[config.mk]
export PLATFORM = sky130hd
export DESIGN_NAME = ram_rd_ctrl_flat
export DESIGN_NICKNAME = d
export VERILOG_FILES = /design/src/rtl/ram_rd_ctrl_pkg.sv /design/src/rtl/ram_rd_ctrl_if.sv /design/src/rtl/ram_rd_skid.sv /design/src/rtl/ram_rd_ctrl.sv /design/src/flat_wrapper.sv
export SDC_FILE = /design/constraint.sdc
export NUM_CORES = 1
export LEC_CHECK = 0
export BUFFER_PORTS_ARGS = -buffer_cell sky130_fd_sc_hd__buf_2
export CAP_MARGIN = 20
export CORE_ASPECT_RATIO = 0.8
export CORE_MARGIN = 8
export CORE_UTILIZATION = 42
export DETAILED_ROUTE_END_ITERATION = 8
export PLACE_DENSITY = 0.79
export SYNTH_ARGS = -nofsm -noshare
export SYNTH_HDL_FRONTEND = slang
export SYNTH_HIERARCHICAL = 1
export SYNTH_SLANG_ARGS = --single-unit
[constraint.sdc]
create_clock -name clk -period 4.5 [get_ports clk]
set_clock_uncertainty 0.05 [all_clocks]
set_input_delay 0.45 -clock clk [delete_from_list [all_inputs] [get_ports clk]]
set_output_delay 0.45 -clock clk [all_outputs]
set_load 0.01 [all_outputs]
[src/rtl/ram_rd_ctrl_pkg.sv]
// Shared types and default sizes for the capture-RAM read controller.
// Latency: n/a (declarations only).
// Backpressure: n/a.
package dbg_ram_pkg;

    localparam int DATA_WIDTH_DEF = 32;
    localparam int ADDR_WIDTH_DEF = 14;

    // Each RAM half holds every other sample, so its index drops the LSB.
    localparam int PAIR_W_DEF = ADDR_WIDTH_DEF - 1;

    function automatic int pair_w(input int addr_width);
        return addr_width - 1;
    endfunction

    typedef enum logic [1:0] {
        IDLE  = 2'd0,
        READ  = 2'd1,
        DRAIN = 2'd2,
        DONE  = 2'd3
    } rd_state_e;

endpackage

[src/rtl/ram_rd_ctrl_if.sv]
// Bus bundle between the read controller, its requesters and the two RAM halves.
// Latency: n/a (wiring only).
// Backpressure: dump stream uses dump_vld/dump_rdy; random reads use capture_rd_busy.
interface ram_rd_ctrl_if #(
    parameter int DATA_WIDTH = dbg_ram_pkg::DATA_WIDTH_DEF,
    parameter int ADDR_WIDTH = dbg_ram_pkg::ADDR_WIDTH_DEF
);
    localparam int PW = ADDR_WIDTH - 1;
    localparam int HW = DATA_WIDTH / 2;

    logic                  capture_done;
    logic [ADDR_WIDTH-1:0] read_start_addr;
    logic [ADDR_WIDTH-1:0] capture_max_addr;
    logic                  capture_rd_en;
    logic [PW-1:0]         capture_rd_addr;
    logic [DATA_WIDTH-1:0] capture_rd_data;
    logic                  capture_rd_vld;
    logic                  capture_rd_busy;
    logic                  dump_start;
    logic [DATA_WIDTH-1:0] dump_data;
    logic                  dump_vld;
    logic                  dump_rdy;
    logic                  dump_last;
    logic                  dump_done;
    logic [PW-1:0]         ram0_raddr;
    logic [PW-1:0]         ram1_raddr;
    logic                  ram0_rd_en;
    logic                  ram1_rd_en;
    logic [HW-1:0]         ram0_rdata;
    logic [HW-1:0]         ram1_rdata;

    // The controller serves requests and drives the RAM read ports.
    modport slave (
        input  capture_done, read_start_addr, capture_max_addr,
        input  capture_rd_en, capture_rd_addr, dump_start, dump_rdy,
        input  ram0_rdata, ram1_rdata,
        output capture_rd_data, capture_rd_vld, capture_rd_busy,
        output dump_data, dump_vld, dump_last, dump_done,
        output ram0_raddr, ram1_raddr, ram0_rd_en, ram1_rd_en
    );

    // Requesters plus RAM model on the far side.
    modport master (
        output capture_done, read_start_addr, capture_max_addr,
        output capture_rd_en, capture_rd_addr, dump_start, dump_rdy,
        output ram0_rdata, ram1_rdata,
        input  capture_rd_data, capture_rd_vld, capture_rd_busy,
        input  dump_data, dump_vld, dump_last, dump_done,
        input  ram0_raddr, ram1_raddr, ram0_rd_en, ram1_rd_en
    );

endinterface

[src/rtl/ram_rd_skid.sv]
// Two-entry valid/ready skid buffer; head entry is presented directly on out_dat.
// Latency: 1 cycle from in_vld to out_vld.
// Backpressure: holds out_vld/out_dat while out_rdy=0; writer must watch level.
module ram_rd_skid #(
    parameter int WIDTH = 33
) (
    input  logic             clk,
    input  logic             rst,
    input  logic             in_vld,
    input  logic [WIDTH-1:0] in_dat,
    output logic             out_vld,
    input  logic             out_rdy,
    output logic [WIDTH-1:0] out_dat,
    output logic [1:0]       level
);
    logic [WIDTH-1:0] ent0_q;
    logic [WIDTH-1:0] ent1_q;
    logic [1:0]       cnt_q;
    logic             pop;

    assign out_vld = (cnt_q != 2'd0);
    assign out_dat = ent0_q;
    assign level   = cnt_q;
    assign pop     = out_vld && out_rdy;

    // Shift-register FIFO: entry 0 is always the oldest word.
    always_ff @(posedge clk or posedge rst) begin
        if (rst) begin
            ent0_q <= '0;
            ent1_q <= '0;
            cnt_q  <= 2'd0;
        end else begin
            case ({in_vld, pop})
                2'b10: begin
                    if (cnt_q == 2'd0) begin
                        ent0_q <= in_dat;
                        cnt_q  <= 2'd1;
                    end else if (cnt_q == 2'd1) begin
                        ent1_q <= in_dat;
                        cnt_q  <= 2'd2;
                    end
                end
                2'b01: begin
                    ent0_q <= ent1_q;
                    cnt_q  <= cnt_q - 2'd1;
                end
                2'b11: begin
                    if (cnt_q == 2'd1) begin
                        ent0_q <= in_dat;
                    end else begin
                        ent0_q <= ent1_q;
                        ent1_q <= in_dat;
                    end
                end
                default: ;
            endcase
        end
    end

endmodule

[src/rtl/ram_rd_ctrl.sv]
// Reads a circular capture buffer split over two half-width RAMs: random single reads and, with RAM_RD_CTRL_STREAM_EN, an in-order dump stream.
// Latency: RAM accessed in the request cycle, capture_rd_vld / first dump_vld two cycles later.
// Backpressure: dump_rdy stalls issue via a 2-entry skid buffer; random reads refused while capture_rd_busy.
module ram_rd_ctrl
    import dbg_ram_pkg::*;
#(
    parameter int DATA_WIDTH = DATA_WIDTH_DEF,
    parameter int ADDR_WIDTH = ADDR_WIDTH_DEF
) (
    input  logic         clk,
    input  logic         rst,
    ram_rd_ctrl_if.slave bus
);
    localparam int PW = pair_w(ADDR_WIDTH);

    logic [PW-1:0] s_idx;
    logic [PW-1:0] m_idx;
    assign s_idx = bus.read_start_addr[ADDR_WIDTH-1:1];
    assign m_idx = bus.capture_max_addr[ADDR_WIDTH-1:1];

    // Offset from the oldest word to physical index, wrapping at depth M+1.
    function automatic logic [PW-1:0] phys_idx(input logic [PW-1:0] s,
                                               input logic [PW-1:0] m,
                                               input logic [PW-1:0] k);
        logic [PW:0] sum;
        sum = {1'b0, s} + {1'b0, k};
        if (sum > {1'b0, m}) begin
            sum = sum - ({1'b0, m} + (PW+1)'(1));
        end
        return sum[PW-1:0];
    endfunction

    logic          idle;
    logic          dump_go;
    logic          dmp_issue;
    logic [PW-1:0] dmp_k;

    // A dump start in the same cycle as a random request wins; the random request is dropped.
    logic rnd_req;
    logic rnd_oor;
    logic rnd_hit;
    assign rnd_req = bus.capture_rd_en && bus.capture_done && idle && !dump_go && !rst;
    assign rnd_oor = (bus.capture_rd_addr > m_idx);
    assign rnd_hit = rnd_req && !rnd_oor;

    logic          rd_en;
    logic [PW-1:0] rd_k;
    logic [PW-1:0] rd_idx;
    assign rd_en  = rnd_hit || dmp_issue;
    assign rd_k   = dmp_issue ? dmp_k : bus.capture_rd_addr;
    assign rd_idx = rd_en ? phys_idx(s_idx, m_idx, rd_k) : '0;

    assign bus.ram0_rd_en = rd_en;
    assign bus.ram1_rd_en = rd_en;
    assign bus.ram0_raddr = rd_idx;
    assign bus.ram1_raddr = rd_idx;

    logic                  rnd_q;
    logic                  rnd_oor_q;
    logic                  cap_vld_q;
    logic [DATA_WIDTH-1:0] cap_dat_q;

    // Random-read pipeline: RAM data returns one cycle after issue and is registered out.
    always_ff @(posedge clk or posedge rst) begin
        if (rst) begin
            rnd_q     <= 1'b0;
            rnd_oor_q <= 1'b0;
            cap_vld_q <= 1'b0;
            cap_dat_q <= '0;
        end else begin
            rnd_q     <= rnd_req;
            rnd_oor_q <= rnd_oor;
            cap_vld_q <= rnd_q;
            cap_dat_q <= (rnd_q && !rnd_oor_q) ? {bus.ram1_rdata, bus.ram0_rdata} : '0;
        end
    end

    assign bus.capture_rd_vld  = cap_vld_q;
    assign bus.capture_rd_data = cap_dat_q;

    logic unused_addr;
    assign unused_addr = &{1'b0, bus.read_start_addr[0], bus.capture_max_addr[0]};

`ifdef RAM_RD_CTRL_STREAM_EN
    localparam logic [1:0] ST_IDLE  = IDLE;
    localparam logic [1:0] ST_READ  = READ;
    localparam logic [1:0] ST_DRAIN = DRAIN;
    localparam logic [1:0] ST_DONE  = DONE;

    logic [1:0]      state_q;
    logic [1:0]      state_d;
    logic [PW-1:0]   off_q;
    logic [PW-1:0]   off_d;
    logic            dmp_q;
    logic            dmp_last_q;
    logic            skid_vld;
    logic [DATA_WIDTH:0] skid_dat;
    logic [1:0]      level;
    logic            pop;
    logic            room;

    assign idle    = (state_q == ST_IDLE);
    assign dump_go = idle && bus.dump_start && bus.capture_done && !rst;
    assign pop     = skid_vld && bus.dump_rdy;
    // Issue only if the word in flight plus what stays after this pop leaves a free slot.
    assign room    = (({1'b0, level} + {2'b0, dmp_q} - {2'b0, pop}) < 3'd2);

    // Dump sequencer: offset 0 is issued straight from IDLE to meet the 2-cycle first-word latency.
    always_comb begin
        state_d   = state_q;
        off_d     = off_q;
        dmp_issue = 1'b0;
        dmp_k     = off_q;
        case (state_q)
            ST_IDLE: begin
                if (dump_go) begin
                    dmp_issue = 1'b1;
                    dmp_k     = '0;
                    off_d     = PW'(1);
                    state_d   = (m_idx == '0) ? ST_DRAIN : ST_READ;
                end
            end
            ST_READ: begin
                if (room) begin
                    dmp_issue = 1'b1;
                    off_d     = off_q + PW'(1);
                    if (off_q == m_idx) begin
                        state_d = ST_DRAIN;
                    end
                end
            end
            ST_DRAIN: begin
                if ((level == 2'd0) && !dmp_q) begin
                    state_d = ST_DONE;
                end
            end
            default: state_d = ST_IDLE;
        endcase
    end

    // State, offset counter and the in-flight tag for the word returning next cycle.
    always_ff @(posedge clk or posedge rst) begin
        if (rst) begin
            state_q    <= ST_IDLE;
            off_q      <= '0;
            dmp_q      <= 1'b0;
            dmp_last_q <= 1'b0;
        end else begin
            state_q    <= state_d;
            off_q      <= off_d;
            dmp_q      <= dmp_issue;
            dmp_last_q <= dmp_issue && (dmp_k == m_idx);
        end
    end

    ram_rd_skid #(.WIDTH(DATA_WIDTH + 1)) u_skid (
        .clk     (clk),
        .rst     (rst),
        .in_vld  (dmp_q),
        .in_dat  ({dmp_last_q, bus.ram1_rdata, bus.ram0_rdata}),
        .out_vld (skid_vld),
        .out_rdy (bus.dump_rdy),
        .out_dat (skid_dat),
        .level   (level)
    );

    assign bus.dump_vld        = skid_vld;
    assign bus.dump_data       = skid_dat[DATA_WIDTH-1:0];
    assign bus.dump_last       = skid_vld && skid_dat[DATA_WIDTH];
    assign bus.dump_done       = (state_q == ST_DONE);
    assign bus.capture_rd_busy = !idle || !bus.capture_done;
`else
    assign idle      = 1'b1;
    assign dump_go   = 1'b0;
    assign dmp_issue = 1'b0;
    assign dmp_k     = '0;

    assign bus.dump_vld        = 1'b0;
    assign bus.dump_data       = '0;
    assign bus.dump_last       = 1'b0;
    assign bus.dump_done       = 1'b0;
    assign bus.capture_rd_busy = !bus.capture_done;

    logic unused_stream;
    assign unused_stream = &{1'b0, bus.dump_start, bus.dump_rdy};
`endif

endmodule
[src/flat_wrapper.sv]
// flat-port wrapper written by rule: the top's interface ports become plain ports
module ram_rd_ctrl_flat import dbg_ram_pkg::*;
#(
    parameter int DATA_WIDTH = DATA_WIDTH_DEF,
    parameter int ADDR_WIDTH = ADDR_WIDTH_DEF
)
  (clk, rst, bus_capture_done, bus_read_start_addr, bus_capture_max_addr, bus_capture_rd_en, bus_capture_rd_addr, bus_dump_start, bus_dump_rdy, bus_ram0_rdata, bus_ram1_rdata, bus_capture_rd_data, bus_capture_rd_vld, bus_capture_rd_busy, bus_dump_data, bus_dump_vld, bus_dump_last, bus_dump_done, bus_ram0_raddr, bus_ram1_raddr, bus_ram0_rd_en, bus_ram1_rd_en);
  ram_rd_ctrl_if #(.DATA_WIDTH(DATA_WIDTH), .ADDR_WIDTH(ADDR_WIDTH)) bus_i ();
  input  logic clk;
  input  logic rst;
  input wire logic [$bits(bus_i.capture_done)-1:0] bus_capture_done;
  input wire logic [$bits(bus_i.read_start_addr)-1:0] bus_read_start_addr;
  input wire logic [$bits(bus_i.capture_max_addr)-1:0] bus_capture_max_addr;
  input wire logic [$bits(bus_i.capture_rd_en)-1:0] bus_capture_rd_en;
  input wire logic [$bits(bus_i.capture_rd_addr)-1:0] bus_capture_rd_addr;
  input wire logic [$bits(bus_i.dump_start)-1:0] bus_dump_start;
  input wire logic [$bits(bus_i.dump_rdy)-1:0] bus_dump_rdy;
  input wire logic [$bits(bus_i.ram0_rdata)-1:0] bus_ram0_rdata;
  input wire logic [$bits(bus_i.ram1_rdata)-1:0] bus_ram1_rdata;
  output wire logic [$bits(bus_i.capture_rd_data)-1:0] bus_capture_rd_data;
  output wire logic [$bits(bus_i.capture_rd_vld)-1:0] bus_capture_rd_vld;
  output wire logic [$bits(bus_i.capture_rd_busy)-1:0] bus_capture_rd_busy;
  output wire logic [$bits(bus_i.dump_data)-1:0] bus_dump_data;
  output wire logic [$bits(bus_i.dump_vld)-1:0] bus_dump_vld;
  output wire logic [$bits(bus_i.dump_last)-1:0] bus_dump_last;
  output wire logic [$bits(bus_i.dump_done)-1:0] bus_dump_done;
  output wire logic [$bits(bus_i.ram0_raddr)-1:0] bus_ram0_raddr;
  output wire logic [$bits(bus_i.ram1_raddr)-1:0] bus_ram1_raddr;
  output wire logic [$bits(bus_i.ram0_rd_en)-1:0] bus_ram0_rd_en;
  output wire logic [$bits(bus_i.ram1_rd_en)-1:0] bus_ram1_rd_en;
  assign bus_i.capture_done = bus_capture_done;
  assign bus_i.read_start_addr = bus_read_start_addr;
  assign bus_i.capture_max_addr = bus_capture_max_addr;
  assign bus_i.capture_rd_en = bus_capture_rd_en;
  assign bus_i.capture_rd_addr = bus_capture_rd_addr;
  assign bus_i.dump_start = bus_dump_start;
  assign bus_i.dump_rdy = bus_dump_rdy;
  assign bus_i.ram0_rdata = bus_ram0_rdata;
  assign bus_i.ram1_rdata = bus_ram1_rdata;
  assign bus_capture_rd_data = bus_i.capture_rd_data;
  assign bus_capture_rd_vld = bus_i.capture_rd_vld;
  assign bus_capture_rd_busy = bus_i.capture_rd_busy;
  assign bus_dump_data = bus_i.dump_data;
  assign bus_dump_vld = bus_i.dump_vld;
  assign bus_dump_last = bus_i.dump_last;
  assign bus_dump_done = bus_i.dump_done;
  assign bus_ram0_raddr = bus_i.ram0_raddr;
  assign bus_ram1_raddr = bus_i.ram1_raddr;
  assign bus_ram0_rd_en = bus_i.ram0_rd_en;
  assign bus_ram1_rd_en = bus_i.ram1_rd_en;
  ram_rd_ctrl #(.DATA_WIDTH(DATA_WIDTH), .ADDR_WIDTH(ADDR_WIDTH)) u_core (.clk(clk), .rst(rst), .bus(bus_i));
endmodule
Word-level counts from Yosys, hierarchy flattened

Index checks and enable logic that the tools add are counted.
Widths: inputs -> output; s select.

Add/subtract/negate cells: 3
$lt $le $gt $ge: 2
Mux-type cells: 3
Reductions and logical operators: 8

Operators with widths:

| operator              | count |
|---|---|
| $mux 32               | 1 |
| $mux 13               | 2 |
| $add 13x13->14        | 1 |
| $gt 14x13->1          | 1 |
| $add 13x1->13 const B | 1 |
| $gt 13x13->1          | 1 |
| $sub 13x13->13        | 1 |
| $logic_and 1x1->1     | 4 |
| $logic_not 1->1       | 4 |

Register bits: 35
Input bits: 79
Output and inout bits: 97
Logic and storage cells: 20

Longest topological paths before layout

Word-level depth: 4
Mapped depth: 18
Gate-level depth less buffers: 15

Worst setup path before layout

No wires, ideal clock.

Kind: in2out
From: in bus_read_start_addr[1]
To: out bus_ram1_raddr[9]
Arrival time: 3989 ps
Data required time: 4000 ps
Setup slack: 11 ps
Stages on the path: 17
Cells stage by stage: ha_1 > fa_1 > a211oi_1 > o21ai_1 > a31oi_1 > o221ai_1 > xnor2_1 > inv_1 > ha_1 > buf_1 > nand3_1 > o31a_1 > o21ai_4 > buf_8 > o21ai_1 > a21oi_1 > buf_4

Word-level cells in the longest chain between the ends: 4

Ends and longest elaborated chain:

| element                                               | line                                 | text |
|---|---|---|
| from (decl)                                           | flat_wrapper.sv:12                   | `input wire logic [$bits(bus_i.read_start_addr)-1:0] bus_read_start_addr;` |
| $add 13x13->14 *                                      | ram_rd_ctrl.sv:26                    | `sum = {1'b0, s} + {1'b0, k};` |
| $sub 13x13->13 / $gt 14x13->1 (equally long branches) | ram_rd_ctrl.sv:28, ram_rd_ctrl.sv:27 |  |
| $mux 13 *                                             | ram_rd_ctrl.sv:27                    | `if (sum > {1'b0, m}) begin` |
| $mux 13 *                                             | ram_rd_ctrl.sv:51                    | `assign rd_idx = rd_en ? phys_idx(s_idx, m_idx, rd_k) : '0;` |
| to (decl)                                             | flat_wrapper.sv:28                   | `output wire logic [$bits(bus_i.ram1_raddr)-1:0] bus_ram1_raddr;` |

Every way passes the cells marked *; elsewhere a longest branch is shown, timed or not.

Final worst setup path

From: in bus_read_start_addr[1]
To: out bus_ram0_raddr[6]

Word-level cells in the longest chain between the ends: 4

Ends and longest elaborated chain:

| element                                               | line                                 | text |
|---|---|---|
| $add 13x13->14 *                                      | ram_rd_ctrl.sv:26                    |  |
| $sub 13x13->13 / $gt 14x13->1 (equally long branches) | ram_rd_ctrl.sv:28, ram_rd_ctrl.sv:27 |  |
| $mux 13 *                                             | ram_rd_ctrl.sv:27                    |  |
| $mux 13 *                                             | ram_rd_ctrl.sv:51                    |  |
| to (decl)                                             | flat_wrapper.sv:27                   | `output wire logic [$bits(bus_i.ram0_raddr)-1:0] bus_ram0_raddr;` |

Marked as above.

==> metrics.csv <==
stage,metric,value,unit
status,status,"finished, final reports clean",
final_layout,n_antenna_cell,0,
sta,rsz0062_at_grt,yes,
final_layout,fin_util,55.2,%
power_and_ir_drop,netSwitchingPower,0.476,mW
floorplan,die_w,115,µm
route,wl,9610,µm
yosys,synthArstFlopShare,100,%
sta,finalHoldViolations,0,
yosys,postSynthCellCount,378,
floorplan,dieArea,11000,µm²
power_and_ir_drop,pwr-share-comb,53.7,%
yosys,synthFlopType,dfrtp_1,
route,ant_nets,0,
worst_setup_path,cp_cell_sequence,buf_2 -> ha_2 -> fa_2 -> a211oi_4 -> o21ai_2 -> a31oi_2 -> buf_4 -> buf_4 -> xnor2_2 -> ha_1 -> nand2_1 -> o21ai_2 -> a221oi_2 -> o31a_1 -> o21ai_4 -> buf_4 -> mux2i_1 -> nor2_1 -> buf_2,
final_layout,final_nets,648,
power_and_ir_drop,p_sw_share,36.9,%
sta,worst_pin_slew,0.609,ns
worst_setup_path,max_stage_delay,0.42,ns
sta,fin_tns_setup,0,ns
worst_setup_path,arrival,3.90,ns
yosys,ys_seq_area_share,26.4,%
placed_design,dp_hpwl,8020,µm
cts,numCtsBuffers,5,
worst_hold_path,hold_class,in2async,
power_and_ir_drop,p_int,0.815,mW
yosys,syn_area_per_cell,8.77,µm²
route,drtIter0Drc,224,
sta,finalSetupViolCount,0,
worst_setup_path,criticalPathCategory,in2out,
power_and_ir_drop,ir_drop,0.123,mV
final_layout,final_cell_mix,"136 x buf_2, 37 x ha_1, 35 x conb_1, 35 x dfrtp_1, 32 x and2_1",
sta,fin_crit_sh,97.9,%
floorplan,fp.dieH,95.5,µm
final_layout,fin_cells,636,
route,vias,3085,
cts,clk_latency,0.27,ns
sta,slew_viol_final,0,
global_routing,grt_pass1_vias,3125,
yosys,synth_edf_count,0,
worst_setup_path,path_max_fanout,8,
route,vias_per_cell,4.85,
cts,clockBufferDepth,2,
final_layout,layout-drive-gt1-share,38.6,%
final_layout,final_common_cell,buf_2,
worst_setup_path,path_common_cell,buf_4,
power_and_ir_drop,leakage,2.47,nW
cts,cts.htree.levels,2,
placed_design,place_inst,615,
yosys,syn_area,3320,µm²
floorplan,core,7800,µm²
job,maxCapViolations,0,
power_and_ir_drop,power,1.29,mW
sta,min_period,4.40,ns
cts,clockRootBuffer,clkbuf_8,
global_routing,grt_max_degree,36,
worst_setup_path,crit_buf_inv,5,
worst_setup_path,cp_slowest_cell,fa_2,
cts,tritoncts_num_sinks,35,
cts,tritoncts,built,
global_routing,grt.total_usage,16.0,%
route,drc,0,
worst_setup_path,critPathTopFamily,compound AO/OA/AOI/OAI gates,
route,drt_first_pass_iters,4,
worst_setup_path,cp-end-kind,primary output,
cts,cts_hold_buf,0,
yosys,synth_warnings,6,
sta,fmax,227,MHz
floorplan,io_pins,176,
worst_setup_path,cp-start-kind,input port,
placed_design,numPortBuffers,136,
power_and_ir_drop,p_clk_share,21.1,%
worst_setup_path,required,4.00,ns
floorplan,num_rows,29,
yosys,synthDistinctLibCells,52,
global_routing,overflow,0,
placed_design,gp_congestion,0.900,
route,wl_per_cell,15.1,µm
sta,slew_headroom,59.4,%
yosys,synth_seq_cells,35,
cts,path_clk_slew,0.08,ns
power_and_ir_drop,p_per_area,300,nW/µm²
global_routing,antenna_found_initial,0,
floorplan,start_util,42.5,%
global_routing,grt_pass1_wl,14200,µm
final_layout,area_growth_syn_to_layout,29.8,%
power_and_ir_drop,seq_power_share,25.2,%
## worst paths after layout
kind / startpoint / to / slack [ns] / cells after the start
max reg2reg: u_core/rnd_oor_q / u_core/bus.capture_rd_data[8] / 3.08 / 3
max in group asynchronous: rst / u_core/bus.capture_rd_data[6] / 3.87 / 3
min: rst / u_core/bus.capture_rd_data[27] / 0.22 / 3
min in group clk: bus_ram0_rdata[14] / u_core/bus.capture_rd_data[14] / 0.32 / 2
max: bus_read_start_addr[1] / bus_ram0_raddr[6] / 0.1 / 19
min reg2reg: u_core/rnd_q / u_core/bus.capture_rd_vld / 0.32 / 0
## synth_stat cells, types with 3 or more instances
library cell	count	area, µm²
a211oi_1	3	22.5
a21o_1	10	75.1
a21oi_1	20	100
a31oi_1	3	18.8
and2_1	32	200
and3_1	4	25.0
buf_4	49	368
clkbuf_1	5	18.8
dfrtp_1	35	876
ha_1	40	500
inv_1	23	86.3
mux2i_1	11	110
nand2_1	18	67.6
nand2b_1	6	37.5
nand3_1	6	30.0
nand4_1	5	31.3
nor2_1	20	75.1
nor2_2	3	18.8
nor2b_1	7	43.8
nor3_1	10	50.1
nor3b_1	3	22.5
o21a_1	3	22.5
o21ai_0	6	30.0
o21ai_1	6	30.0
xnor2_1	11	96.3
xor2_1	7	61.3
## cell type report
type | count | area (µm²)
Fill cell | 720 | 3500
Timing Repair Buffer | 166 | 910
Clock inverter | 3 | 43.8
Tap cell | 108 | 135
Inverter | 24 | 90.1
Multi-Input combinational cell | 295 | 2180
Sequential cell | 35 | 876
Clock buffer | 5 | 68.8
## state kept, by name, indices dropped and copies added (netlist names)
register and count:
u_core/bus.capture_rd_vld 1, u_core/bus.capture_rd_data 32, u_core/rnd_oor_q 1, u_core/rnd_q 1
## power groups by stage
stage	combinational (mW)	clock, mW	sequential, mW
2_1_floorplan	0.455	0	0.335
3_3_place_gp	0.581	0	0.330
3_5_place_dp	0.600	0	0.331
4_1_cts	0.619	0.283	0.325
5_1_grt	0.755	0.297	0.325
6_report	0.693	0.273	0.325
## logic make-up after synthesis
group / after synthesis / share of synthesized area [%]
and+or+nand+nor: 118 / 19.0
buffers and inverters: 82 / 15.2
AOI/OAI and AO/OA: 70 / 14.5
adders and majority gates: 42 / 16.3
DFF: 35 / 26.4
xor gates and xnor gates: 18 / 4.75
muxes: 12 / 3.66
other: 1 / 0.113
## metal layers
metal	up-vias	global-route usage [%]	share of wire, %	wire length, µm
met5	-	0	0	0
met4	0	4.80	1.3	123
met3	10	2.85	7.8	748
met2	134	28.3	49	4720
met1	1426	19.4	42	4020
li1	1515	-	-	-
## worst register-to-register path, cell delays in order, from the launching register on
cell and delay, ns:
dfrtp_1 0.37, nor2b_1 0.48, buf_4 0.30, and2_1 0.15
## stage by stage
stage	setup WS [ns]	hold WS [ns]	cell area, µm²
floorplan	0.0107	0.297	3440
global placement	-0.0515	0.307	3970
detailed placement	-0.111	0.310	3970
CTS	0.0144	0.232	4140
global route	-0.0648	0.257	4310
finish	0.0952	0.221	4310
## timing repair
item	4_1_cts	5_1_grt
gates resized for setup	3	20
endpoints found under the setup margin	18	26
buffers inserted	6	7
cloned	0	0
pin swaps	4	14
Power figures use the tool's default switching activity.
